--- config.mk ---
export PLATFORM = sky130hd
export DESIGN_NAME = obi_loader_bridge
export DESIGN_NICKNAME = d
export VERILOG_FILES = /design/src/rtl/obi_loader_pkg.sv /design/src/rtl/obi_loader_fifo.sv /design/src/rtl/obi_loader_bridge.sv
export SDC_FILE = /design/constraint.sdc
export NUM_CORES = 1
export LEC_CHECK = 0
export BUFFER_PORTS_ARGS = -buffer_cell sky130_fd_sc_hd__clkbuf_2
export CAP_MARGIN = 10
export CELL_PAD_IN_SITES_DETAIL_PLACEMENT = 1
export CELL_PAD_IN_SITES_GLOBAL_PLACEMENT = 2
export CORE_MARGIN = 2
export CORE_UTILIZATION = 38
export CTS_CLUSTER_DIAMETER = 50
export DETAILED_ROUTE_END_ITERATION = 8
export PLACE_DENSITY_LB_ADDON = 0.1
export SKIP_CTS_REPAIR_TIMING = 1
export SLEW_MARGIN = 0
export SYNTH_ARGS = -nofsm -noshare
export SYNTH_HDL_FRONTEND = slang
export SYNTH_SLANG_ARGS = --single-unit
--- constraint.sdc ---
create_clock -name clk_i -period 3 [get_ports clk_i]
set_input_delay 0.6 -clock clk_i [delete_from_list [all_inputs] [get_ports clk_i]]
set_output_delay 0.6 -clock clk_i [all_outputs]
set_load 0.1 [all_outputs]
--- src/rtl/obi_loader_pkg.sv ---
// Shared types and width helpers for the OBI loader bridge.
// Latency: n/a (declarations only).
// Backpressure: n/a.
package obi_loader_pkg;

  // One buffered host command: direction, target address and write payload.
  typedef struct packed {
    logic        we;
    logic [31:0] addr;
    logic [31:0] wdata;
  } cmd_t;

  localparam logic [3:0] OBI_BE_FULL = 4'hF;

  // Bits needed to hold an occupancy count in the range 0..n.
  function automatic int unsigned cnt_w(input int unsigned n);
    return (n < 1) ? 1 : $clog2(n + 1);
  endfunction

  // Bits needed to index n storage slots (at least one bit).
  function automatic int unsigned ptr_w(input int unsigned n);
    return (n <= 1) ? 1 : $clog2(n);
  endfunction

endpackage

--- src/rtl/obi_loader_fifo.sv ---
// Generic synchronous FIFO with a one-cycle flush, typed payload.
// Latency: a pushed entry is visible at the head one cycle after the push.
// Backpressure: pushes while full and pops while empty are ignored; flush wins over push.
module obi_loader_fifo
  import obi_loader_pkg::*;
#(
  parameter type         T     = logic,
  parameter int unsigned DEPTH = 4
) (
  input  logic clk_i,
  input  logic rst_ni,
  input  logic push_i,
  input  T     data_i,
  input  logic pop_i,
  input  logic flush_i,
  output T     data_o,
  output logic full_o,
  output logic empty_o
);

  localparam int unsigned AW = ptr_w(DEPTH);
  localparam int unsigned CW = cnt_w(DEPTH);

  T              mem_q [DEPTH];
  logic [AW-1:0] wr_q, wr_d, rd_q, rd_d;
  logic [CW-1:0] cnt_q, cnt_d;
  logic          do_push, do_pop;

  // Index advance that wraps for any depth, not only powers of two.
  function automatic logic [AW-1:0] nxt(input logic [AW-1:0] idx);
    return (idx == AW'(DEPTH - 1)) ? AW'(0) : idx + AW'(1);
  endfunction

  assign full_o  = (cnt_q == CW'(DEPTH));
  assign empty_o = (cnt_q == CW'(0));
  assign do_push = push_i & ~full_o & ~flush_i;
  assign do_pop  = pop_i & ~empty_o;
  assign data_o  = mem_q[rd_q];

  // Next pointer and occupancy; flush clears everything, including a same-cycle push.
  always_comb begin
    wr_d  = wr_q;
    rd_d  = rd_q;
    cnt_d = cnt_q;
    if (flush_i) begin
      wr_d  = AW'(0);
      rd_d  = AW'(0);
      cnt_d = CW'(0);
    end else begin
      if (do_push) wr_d = nxt(wr_q);
      if (do_pop)  rd_d = nxt(rd_q);
      case ({do_push, do_pop})
        2'b10:   cnt_d = cnt_q + CW'(1);
        2'b01:   cnt_d = cnt_q - CW'(1);
        default: cnt_d = cnt_q;
      endcase
    end
  end

  // Pointer and count registers.
  always_ff @(posedge clk_i or negedge rst_ni) begin
    if (!rst_ni) begin
      wr_q  <= AW'(0);
      rd_q  <= AW'(0);
      cnt_q <= CW'(0);
    end else begin
      wr_q  <= wr_d;
      rd_q  <= rd_d;
      cnt_q <= cnt_d;
    end
  end

  // Payload storage; contents are only meaningful while counted as occupied.
  always_ff @(posedge clk_i) begin
    if (do_push) mem_q[wr_q] <= data_i;
  end

endmodule

--- src/rtl/obi_loader_bridge.sv ---
// Host command stream to pipelined OBI master with auto-incrementing address pointer.
// Latency: command reaches OBI req one cycle after acceptance; read data one cycle after rvalid.
// Backpressure: cmd_ready_o drops when the command FIFO is full; req is held until gnt.
module obi_loader_bridge
  import obi_loader_pkg::*;
#(
  parameter int unsigned FIFO_DEPTH      = 4,
  parameter int unsigned MAX_OUTSTANDING = 2,
  parameter logic [31:0] ADDR_INC        = 32'd4
) (
  input  logic        clk_i,
  input  logic        rst_ni,
  input  logic        addr_valid_i,
  input  logic [31:0] addr_i,
  input  logic        cmd_valid_i,
  input  logic        cmd_we_i,
  input  logic [31:0] cmd_wdata_i,
  output logic        cmd_ready_o,
  input  logic        flush_i,
  output logic        rsp_valid_o,
  output logic [31:0] rsp_rdata_o,
  output logic        busy_o,
  output logic        err_o,
  output logic        obi_req_o,
  output logic        obi_we_o,
  output logic [3:0]  obi_be_o,
  output logic [31:0] obi_addr_o,
  output logic [31:0] obi_wdata_o,
  input  logic        obi_gnt_i,
  input  logic        obi_rvalid_i,
  input  logic [31:0] obi_rdata_i
);

  localparam int unsigned OW = cnt_w(MAX_OUTSTANDING);

  cmd_t          cmd_in, cmd_head;
  logic          cmd_full, cmd_empty, cmd_push;
  logic [31:0]   cur_addr;
  logic [31:0]   ptr_q, ptr_d;
  logic [OW-1:0] out_q, out_d;
  logic          gnt_fire, rsp_fire, no_out;
  logic          tag_we, tag_full, tag_empty;
  logic          rsp_valid_q, rsp_valid_d;
  logic [31:0]   rsp_rdata_q, rsp_rdata_d;
  logic          err_q, err_d;
  logic          unused_tag_state;

  // A freshly loaded base address takes effect for a command in the same cycle.
  assign cur_addr    = addr_valid_i ? {addr_i[31:2], 2'b00} : ptr_q;
  assign cmd_ready_o = ~cmd_full;
  assign cmd_push    = cmd_valid_i & ~cmd_full & ~flush_i;
  assign no_out      = (out_q == OW'(0));

  // Assemble the entry captured on acceptance.
  always_comb begin
    cmd_in       = '0;
    cmd_in.we    = cmd_we_i;
    cmd_in.addr  = cur_addr;
    cmd_in.wdata = cmd_wdata_i;
  end

  obi_loader_fifo #(
    .T     (cmd_t),
    .DEPTH (FIFO_DEPTH)
  ) u_cmd_fifo (
    .clk_i   (clk_i),
    .rst_ni  (rst_ni),
    .push_i  (cmd_push),
    .data_i  (cmd_in),
    .pop_i   (gnt_fire),
    .flush_i (flush_i),
    .data_o  (cmd_head),
    .full_o  (cmd_full),
    .empty_o (cmd_empty)
  );

  // Head of the FIFO drives the bus directly, so it stays put until granted.
  assign obi_req_o   = ~cmd_empty & (out_q < OW'(MAX_OUTSTANDING));
  assign obi_we_o    = ~cmd_empty & cmd_head.we;
  assign obi_addr_o  = cmd_empty ? 32'h0 : cmd_head.addr;
  assign obi_wdata_o = cmd_empty ? 32'h0 : cmd_head.wdata;
  assign obi_be_o    = OBI_BE_FULL;
  assign gnt_fire    = obi_req_o & obi_gnt_i;

  // A response with nothing in flight is flagged and otherwise dropped.
  assign rsp_fire = obi_rvalid_i & ~no_out;

  // Direction of each granted transaction, consumed in order by its response.
  obi_loader_fifo #(
    .T     (logic),
    .DEPTH (MAX_OUTSTANDING)
  ) u_tag_fifo (
    .clk_i   (clk_i),
    .rst_ni  (rst_ni),
    .push_i  (gnt_fire),
    .data_i  (obi_we_o),
    .pop_i   (rsp_fire),
    .flush_i (1'b0),
    .data_o  (tag_we),
    .full_o  (tag_full),
    .empty_o (tag_empty)
  );

  // The outstanding counter already gates req, so tag occupancy flags are informational.
  assign unused_tag_state = tag_full ^ tag_empty;

  // Next-state for pointer, outstanding count, read response and sticky error.
  always_comb begin
    ptr_d = cur_addr;
    if (cmd_push) ptr_d = cur_addr + ADDR_INC;

    out_d = out_q;
    case ({gnt_fire, rsp_fire})
      2'b10:   out_d = out_q + OW'(1);
      2'b01:   out_d = out_q - OW'(1);
      default: out_d = out_q;
    endcase

    rsp_valid_d = rsp_fire & ~tag_we;
    rsp_rdata_d = rsp_valid_d ? obi_rdata_i : rsp_rdata_q;

    err_d = err_q | (cmd_valid_i & cmd_full) | (obi_rvalid_i & no_out);
  end

  // State registers; reset drops the pointer so the host must reload it.
  always_ff @(posedge clk_i or negedge rst_ni) begin
    if (!rst_ni) begin
      ptr_q       <= 32'h0;
      out_q       <= OW'(0);
      rsp_valid_q <= 1'b0;
      rsp_rdata_q <= 32'h0;
      err_q       <= 1'b0;
    end else begin
      ptr_q       <= ptr_d;
      out_q       <= out_d;
      rsp_valid_q <= rsp_valid_d;
      rsp_rdata_q <= rsp_rdata_d;
      err_q       <= err_d;
    end
  end

  assign rsp_valid_o = rsp_valid_q;
  assign rsp_rdata_o = rsp_rdata_q;
  assign err_o       = err_q;
  assign busy_o      = ~cmd_empty | ~no_out;

endmodule

# Yosys cells after proc, flatten, opt, wreduce, memory -nomap -nowiden
# Memories as Yosys holds them, arrays and structs flattened.
# Index checks and enable logic that the tools add are counted.
# classes
addsub,11
n_lt_le_gt_ge,1
eq_ne,10
mux,20
n_bitwise,24
reduce_logical,8
# op_table
operator,n
two-way mux 32 bit,4
adder 32 x 3 -> 32 bit (second input constant),1
bitwise AND 1 bit,14
== test 2 bit (second input constant),6
two-way mux 2 bit,6
adder 2 x 1 -> 2 bit (second input constant),4
case mux 2 bit (2 select lines),2
nonzero test 2 bit,4
inverter 1 bit,7
== test 2 x 1 -> 1 bit (second input constant),3
two-way mux 1 bit,6
case mux 3 bit (2 select lines),1
logical NOT 2 bit,2
subtractor 2 x 1 -> 2 bit (second input constant),2
adder 3 x 1 -> 3 bit (second input constant),1
== test 3 bit (second input constant),1
logical NOT 3 bit,1
two-way mux 3 bit,1
bitwise OR 1 bit,3
nonzero test 3 bit,1
subtractor 3 x 1 -> 3 bit (second input constant),1
adder 1 bit (second input constant),2
less-than comparator 2 bit (second input constant),1
# totals
reg_bits,79
ramBits,262
out_inout_bits,106
wordCells,87
mem_count,2
# mem_list
memory,depth,word_bits,rd,rd_ports_with_merged_regs,wr,line,source
u_cmd_fifo.mem_q,4,65,1,0,1,obi_loader_fifo.sv:24,T mem_q [DEPTH];
u_tag_fifo.mem_q,2,1,1,0,1,obi_loader_fifo.sv:24,

# Depth between registers and ports, before layout
# Gate-level depths: netlist (run 1).
# depth
ltp_word,9
mapped_depth,9
ltp_nobuf,8

# Cells and area by module
# From an unflattened synthesis (run 1), not the netlist that was laid out.
# unflattened
hier_cells,789
area_unflattened_um2,14108.5
# by_module_without_submodules
mod,instances,cells_each,area_per_inst_um2,seq_area_each_um2
obi_loader_fifo at u_cmd_fifo,1,405,9974.6,7982.7
obi_loader_bridge,1,356,3842.4,1701.6
obi_loader_fifo at u_tag_fifo,1,28,291.5,160.2

# Worst setup path before layout (run 1)
# OpenSTA, ideal clock, no wires.
# synth_timing
path_type,input port to flip-flop
from,input port flush_i
to,memory u_cmd_fifo.mem_q[1][0] (netlist bit) (enable)
setup_ns,0.430
arrival_ns,2.822
required_ns,2.570
path_slack_ns,-0.252
cell_stages,4
path_buffers,1
path_cell_list,clkbuf_1 > nand2b_1 > nor2_1 > and2_1
# synth_between
elab_chain_cells,6
# synth_lines
element,line,source
start: declaration,obi_loader_bridge.sv:19,"input logic flush_i,"
inverter 1 bit *,"obi_loader_fifo.sv:36, obi_loader_bridge.sv:51",
bitwise AND 1 bit,obi_loader_bridge.sv:51,assign cmd_push = cmd_valid_i & ~cmd_full & ~flush_i;
bitwise AND 1 bit,obi_loader_fifo.sv:36,assign do_push = push_i & ~full_o & ~flush_i;
bitwise AND 1 bit *,obi_loader_fifo.sv:36,
two-way mux 1 bit *,obi_loader_fifo.sv:75,if (do_push) mem_q[wr_q] <= data_i;
two-way mux 1 bit (not written as such) *,obi_loader_fifo.sv:75,
end: declaration,obi_loader_fifo.sv:24,
# Every way passes the cells marked *; elsewhere a longest branch is shown, timed or not.

# Worst setup path in the final report (run 1)
# layout_timing
from,register u_cmd_fifo.rd_q[1]
to,output port obi_wdata_o[21]
# layout_between
elab_chain_cells,2
# layout_lines
element,line,source
start: declaration,obi_loader_fifo.sv:25,"logic [AW-1:0] wr_q, wr_d, rd_q, rd_d;"
start signal: assignment,obi_loader_fifo.sv:68,rd_q <= rd_d;
memory read (4 x 65 bit),n/a,
two-way mux 32 bit,obi_loader_bridge.sv:81,assign obi_wdata_o = cmd_empty ? 32'h0 : cmd_head.wdata;
end: declaration,obi_loader_bridge.sv:28,"output logic [31:0] obi_wdata_o,"
# No other way between the ends.

==> results of run 1 <==
[flip-flops by register name, summed over array words and instances, names as in the netlist]
register,flops
err_o,1
out_q,2
ptr_q,32
rsp_rdata_o,32
rsp_valid_o,1
u_cmd_fifo.cnt_q,3
u_cmd_fifo.mem_q,260
u_cmd_fifo.rd_q,2
u_cmd_fifo.wr_q,2
u_tag_fifo.cnt_q,2
u_tag_fifo.mem_q,2
u_tag_fifo.rd_q,1
u_tag_fifo.wr_q,1
[synthesized netlist by cell type (all sizes together) (2+ instances only)]
cell type	n
nor3b	3
nor3	7
nand4b	3
mux2	58
mux4	65
xnor2	22
o22ai	2
inv	11
o21ai	2
and2	73
nor2	20
nand3b	5
nand3	18
a22oi	3
edfxtp	262
xor2	16
ha	8
nand2b	3
a21oi	9
nand2	28
nor2b	3
buf	21
clkbuf	15
mux2i	6
a31oi	3
dfrtp	79
nand4	5
[through the flow]
stage / cells / area [um^2] / TNS, ns
floorplan: 764 / 13900 / 0
global placement: 1418 / 16200 / 0
detailed placement: 1418 / 16200 / 0
CTS: 1494 / 17600 / -7.36
global route: 1498 / 17700 / -0.103
finish: 1498 / 17700 / 0
[worst min path at each step]
stage / slack (ns) / to
after floorplan: 0.30 / err_o
after global placement: 0.47 / err_o
after detailed placement: 0.49 / u_tag_fifo.cnt_q[1]
after CTS: 0.09 / u_tag_fifo.rd_q
after global routing: 0.10 / u_tag_fifo.rd_q
final: 0.07 / u_tag_fifo.rd_q
[cells by family after synthesis]
| group | after synthesis | synth area share (%) |
|---|---|---|
| flops | 341 | 71.1 |
| fa+ha+maj | 9 | 0.867 |
| buf+inv | 47 | 1.54 |
| xor+xnor | 38 | 2.40 |
| compound gates | 25 | 1.32 |
| other cells | 1 | 0.0271 |
| mux | 129 | 15.7 |
| simple gates | 171 | 7.04 |
[layer usage]
metal	vias up	routed length, um	track usage, %
li1	3399	-	-
met1	3915	14100	22.8
met2	179	15400	27.6
met3	48	1340	3.19
met4	2	585	4.55
met5	-	16	0
[worst max-delay path, stage by stage, from the launching register on]
cell and delay, ns:
sky130_fd_sc_hd__dfrtp_4 0.42, sky130_fd_sc_hd__buf_16 0.30, sky130_fd_sc_hd__buf_4 0.31, sky130_fd_sc_hd__mux4_2 0.33, sky130_fd_sc_hd__and2_1 0.21, sky130_fd_sc_hd__buf_12 0.18
[cell type report]
type	count	area [um^2]	share of cell area, %
tap	461	577	3.26
timing repair buffer	233	1970	11.1
clock inverter	21	254	1.44
clock buffer	55	1170	6.62
multi-input combinational	376	3820	21.6
sequential	341	9850	55.7
inverter	11	41.3	0.234
==> out/results.env, run 1 <==
GLOBAL_ROUTE_WIRE_LENGTH_BEFORE_REPAIR_UM=48600
SYNTH-EDFF-COUNT=262
LAYOUT.CELLS.MOST_COMMON_LIST='sky130_fd_sc_hd__edfxtp_1, sky130_fd_sc_hd__clkbuf_2, sky130_fd_sc_hd__dfrtp_1, sky130_fd_sc_hd__and2_1, sky130_fd_sc_hd__mux4_2'
WORST-ENDPOINT-ARRIVAL_NS=2.34
REMAINING_GLOBAL_ROUTE_OVERFLOW=0
REG2REG_TO='u_cmd_fifo.cnt_q[2]'
SYNTH.TOP_CELL.AREA_SHARE_PCT=56.8
SYN_AVG_CELL_AREA_UM2=18.2
INSERTION_DELAY_NS=0.54
FINALCRITICALPERIOD_NS=2.94
FIN_CRIT_SH_PCT=97.9
COUNT_OF_DISTINCT_CELL_TYPES_IN_THE_SYNTHESIZED_NETLIST=43
GRT_ANTENNA_BEFORE_REPAIR=1
LAYOUT-DRIVE-GT1-SHARE_PCT=42.3
DETAILEDROUTE.FIRSTPASSITERATIONCOUNT=4
CHIPHEIGHT_UM=195
ROUTE.FINAL.WIRE_LENGTH_UM=31400
SYNTHTOLAYOUTAREAGROWTH_PCT=27.7
SYN-CELL-AREA_UM2=13800
WORST_CLOCK_SKEW_NS=0.0173
REG2REG_SETUP_SLACK_NS=0.72
FINAL_COMMON_CELL='sky130_fd_sc_hd__edfxtp_1'
PORT_BUFFERS=203
DP.FINAL_HPWL_UM=19900
FLOORPLAN.IO_PINS=210
WORST-R2R-CELL-COUNT=8
DRC_ERRORS=0
SYNTH.LARGEST_AREA_CELL='sky130_fd_sc_hd__edfxtp_1'
YS_SEQ_ELEMENTS=341
ANT_NETS=0
HOLD_VIOLATIONS=0
CTS.ROOT.BUFFER_CELL='sky130_fd_sc_hd__clkbuf_16'
CLK_PIN_SLEW_WORST_PATHS_NS=0.06
DR.FIRST_ITER.DRC_COUNT=350
SETUP.WORST_PATH.CLASS='flop to primary output'
FLOORPLAN.DIE.WIDTH_UM=195
GRT_MAX_DEGREE=57
GROUTE.USAGE.OVERALL_PCT=16.7
GPL.FINAL_WEIGHTED_CONGESTION=0.713
FINAL-SETUP-VIOL-COUNT=0
AVGROUTEDWIREPERCELL_UM=21.0
TIMING.HOLD.WS_NS=0.0705
DR_TOTAL_VIAS=7543
END_KIND='primary output'
NETS=1117
SYNTH_CELLS=761
INITIAL_UTILIZATION_PCT=38.7
CTS-ROOT-TO-SINK-BUFFERS=3
AVGVIACOUNTPERCELL=5.04
DIEAREA_UM2=38000
CTS_TREE='done'
WORST_SETUP_PATH_START_KIND='flop'
ANTENNA_CELLS=0
CRITICAL_PATH_DESTINATION='obi_wdata_o[21]'
CLOCK.FMAX_MHz=341
CTS_INSERTED_BUFFERS=41
SYNTH.AREA.TOP_CELLS='sky130_fd_sc_hd__edfxtp_1, sky130_fd_sc_hd__dfrtp_1, sky130_fd_sc_hd__mux4_2'
CTS.SINK_COUNT=341
STATUS='finished clean'
WORST-ENDPOINT-REQUIRED_NS=2.40
WORST_SETUP_PATH_STARTPOINT='u_cmd_fifo.rd_q[1]'
HTREE_DEPTH=2
SYNTH_SEQ_AREA_SHARE_PCT=71.1
UTILIZATION_PCT=49.5
SLEW_VIOLATIONS=0
MAXCAPVIOLCOUNT=0
SYNTH.YOSYS.WARNINGS=0
FINALWORSTSETUPSLACK_NS=0.0643
PRE_CTS_SLACK_NS=0.286
CORE-AREA_UM2=35700
WORST_PIN_SLEW_NS=0.638
FIRST_GLOBAL_VIAS=8265
MIN_PATH_TYPE='input port to asynchronous set/reset pin'
YS_ASYNC_SR_FRACTION_PCT=23.2
SLEW-LIMIT-HEADROOM_PCT=57.5
ROWS=69
MAXIMUM_FANOUT_ENCOUNTERED_ON_THE_CRITICAL_TIMING_PATH=56
NUM-FILL-CELLS=3413
POST_SYNTH_TOP_FLOP='sky130_fd_sc_hd__edfxtp_1'
R2R_START='u_cmd_fifo.cnt_q[1]'
Power of run 1 is left out: the tool's default activity adds up to more than one toggle a clock period on the data nets, which glitch-free logic cannot reach.
==> run 2: changes to the inputs <==
--- a/config.mk
+++ b/config.mk
@@ -9,8 +9,10 @@
 export CAP_MARGIN = 10
 export CELL_PAD_IN_SITES_DETAIL_PLACEMENT = 1
 export CELL_PAD_IN_SITES_GLOBAL_PLACEMENT = 2
+export CORE_ASPECT_RATIO = 1.5
 export CORE_MARGIN = 2
 export CORE_UTILIZATION = 38
+export CTS_BUF_LIST = sky130_fd_sc_hd__clkbuf_8 sky130_fd_sc_hd__clkbuf_16
 export CTS_CLUSTER_DIAMETER = 50
 export DETAILED_ROUTE_END_ITERATION = 8
 export PLACE_DENSITY_LB_ADDON = 0.1
==> run 2 against run 1 <==
Net effect:
- final cell count increased by 0.53%
- hold slack better by 0.0076 ns
- routed wire length down 0.28%
- sequential share of layout area is 0.62 points higher
- non-clock buffer count is 1 higher
- worst setup slack improved by 0.031 ns
- largest cell class unchanged
- highest routed layer is now met4
==> out/results.env, run 2 (synthesized netlist as in run 1, its figures left out) <==
REMAINING_GLOBAL_ROUTE_OVERFLOW=0  # unchanged
DR.FIRST_ITER.DRC_COUNT=274  # -22%
GRT_MAX_DEGREE=52  # -8.8%
DRC_ERRORS=0  # unchanged
HOLD_VIOLATIONS=0  # unchanged
LAYOUT-DRIVE-GT1-SHARE_PCT=41.5  # -0.80 points
WORST-ENDPOINT-REQUIRED_NS=2.40  # about the same
FIN_CRIT_SH_PCT=96.8  # -1.0 points
ANT_NETS=0  # unchanged
LAYOUT.CELLS.MOST_COMMON_LIST='sky130_fd_sc_hd__edfxtp_1, sky130_fd_sc_hd__clkbuf_2, sky130_fd_sc_hd__dfrtp_1, sky130_fd_sc_hd__and2_1, sky130_fd_sc_hd__mux4_2'
MIN_PATH_TYPE='input port to asynchronous set/reset pin'
GRT_SETUP_UNREPAIRED='false'
DR_TOTAL_VIAS=7510  # -0.44%
CORE-AREA_UM2=35900  # +0.57%
DIEAREA_UM2=38000  # about the same
NETS=1113  # -0.36%
PORT_BUFFERS=203  # unchanged
WORST_SETUP_PATH_START_KIND='flop'
MAXCAPVIOLCOUNT=0  # unchanged
GROUTE.USAGE.OVERALL_PCT=16.7  # -0.062 points
REG2REG_SETUP_SLACK_NS=0.56  # -0.16 ns
CTS.ROOT.BUFFER_CELL='sky130_fd_sc_hd__clkbuf_16'
ANTENNA_CELLS=0  # unchanged
ROWS=85  # +23%
END_KIND='primary output'
SLEW_VIOLATIONS=0  # unchanged
FINAL_COMMON_CELL='sky130_fd_sc_hd__edfxtp_1'
GPL.FINAL_WEIGHTED_CONGESTION=0.754  # +5.8%
FINALCRITICALPERIOD_NS=2.90  # -0.0311 ns
CTS_TREE='done'
LARGEST_REGISTER_FFS=260  # unchanged
SYNTHTOLAYOUTAREAGROWTH_PCT=26.2
CTS-ROOT-TO-SINK-BUFFERS=3  # unchanged
LARGEST-REGISTER='u_cmd_fifo.mem_q'
CTS_INSERTED_BUFFERS=36  # -12%
MAXIMUM_FANOUT_ENCOUNTERED_ON_THE_CRITICAL_TIMING_PATH=30  # -46%
SETUP.WORST_PATH.CLASS='flop to primary output'
WORST_CLOCK_SKEW_NS=0.0107  # -0.00658 ns
WORST-ENDPOINT-ARRIVAL_NS=2.30  # -0.04 ns
FLOORPLAN.DIE.WIDTH_UM=160  # -18%
UTILIZATION_PCT=48.6  # -0.83 points
DETAILEDROUTE.FIRSTPASSITERATIONCOUNT=4  # unchanged
CHIPHEIGHT_UM=238  # +22%
PLACE.DETAILED.INSTANCES=1440  # +1.6%
CLK_PIN_SLEW_WORST_PATHS_NS=0.06  # about the same
FINAL_STD_CELLS_W_O_FILL=1506  # +0.53%
CTS.SINK_COUNT=341  # unchanged
INSERTION_DELAY_NS=0.53  # about the same
FIRST_GLOBAL_VIAS=8144  # -1.5%
INITIAL_UTILIZATION_PCT=38.5  # -0.22 points
WORST_PIN_SLEW_NS=0.664  # +0.0263 ns
AVGROUTEDWIREPERCELL_UM=20.8  # -0.81%
ROUTE.FINAL.WIRE_LENGTH_UM=31300  # -0.28%
HTREE_DEPTH=2  # unchanged
STATUS='finished clean'
DP.FINAL_HPWL_UM=21000  # +5.7%
GLOBAL_ROUTE_WIRE_LENGTH_BEFORE_REPAIR_UM=48200  # -0.79%
FLOORPLAN.IO_PINS=210  # unchanged
SLEW-LIMIT-HEADROOM_PCT=55.7  # -1.8 points
AVGVIACOUNTPERCELL=4.99  # -0.97%
CLOCK.FMAX_MHz=344  # +1.1%
GRT_ANTENNA_BEFORE_REPAIR=0  # -1
FINAL-SETUP-VIOL-COUNT=0  # unchanged
[run 2: cell types whose count changed in the layout (fill, tap and decap cells not counted), sizes merged]
cell      delta
buf         +13
bufinv       +1
clkbuf      -29
clkinv       +4
clkinvlp     -2
inv          +4
[run 2: final cells by class]
cell class | instances | area [um^2]
multi-input combinational | 376 | 3810
clock inverter | 28 | 307
clock buffer | 38 | 940
inverter | 11 | 41.3
fill | 3506 | 18500
sequential | 341 | 9850
timing repair buffer | 234 | 1930
tap | 478 | 598
[run 2: metal layers]
layer  global-route usage, %  up-vias  share of wire [%]
met3                    3.19       32                4.1
met5                       0        -                  0
met4                    4.31        0                1.8
met2                    31.4      165                 55
met1                    19.4     3933                 39
li1                        -     3380                  -
[run 2: stage by stage]
step / cell area, um^2 / setup WS [ns] / TNS (ns) / hold WS [ns]
floorplan: 13900 / 0.348 / 0 / 0.304
detailed placement: 16200 / 0.209 / 0 / 0.478
global route: 17500 / 0.00517 / 0 / 0.116
CTS: 17500 / -0.110 / -1.01 / 0.0912
global placement: 16200 / 0.208 / 0 / 0.485
finish: 17500 / 0.0955 / 0 / 0.0781
[run 2: worst max-delay path: stages (launching register included)]
cell,delay (ns)
sky130_fd_sc_hd__dfrtp_4,0.46
sky130_fd_sc_hd__buf_16,0.25
sky130_fd_sc_hd__mux4_2,0.54
sky130_fd_sc_hd__and2_1,0.19
sky130_fd_sc_hd__buf_2,0.29
[run 2: worst paths after layout]
path / start / end / cells after the start
worst min register to register: u_tag_fifo.rd_q / u_tag_fifo.rd_q / 1
min in group clk_i: cmd_wdata_i[29] / u_cmd_fifo.mem_q[1][29] / 1
worst min-delay path: rst_ni / rsp_rdata_o[11] / 1
max in group asynchronous: rst_ni / ptr_q[15] / 2
worst max register to register: u_cmd_fifo.cnt_q[1] / u_cmd_fifo.cnt_q[2] / 9
worst max-delay path: u_cmd_fifo.rd_q[0] / obi_addr_o[29] / 4
Power of run 2 is left out for the same reason.
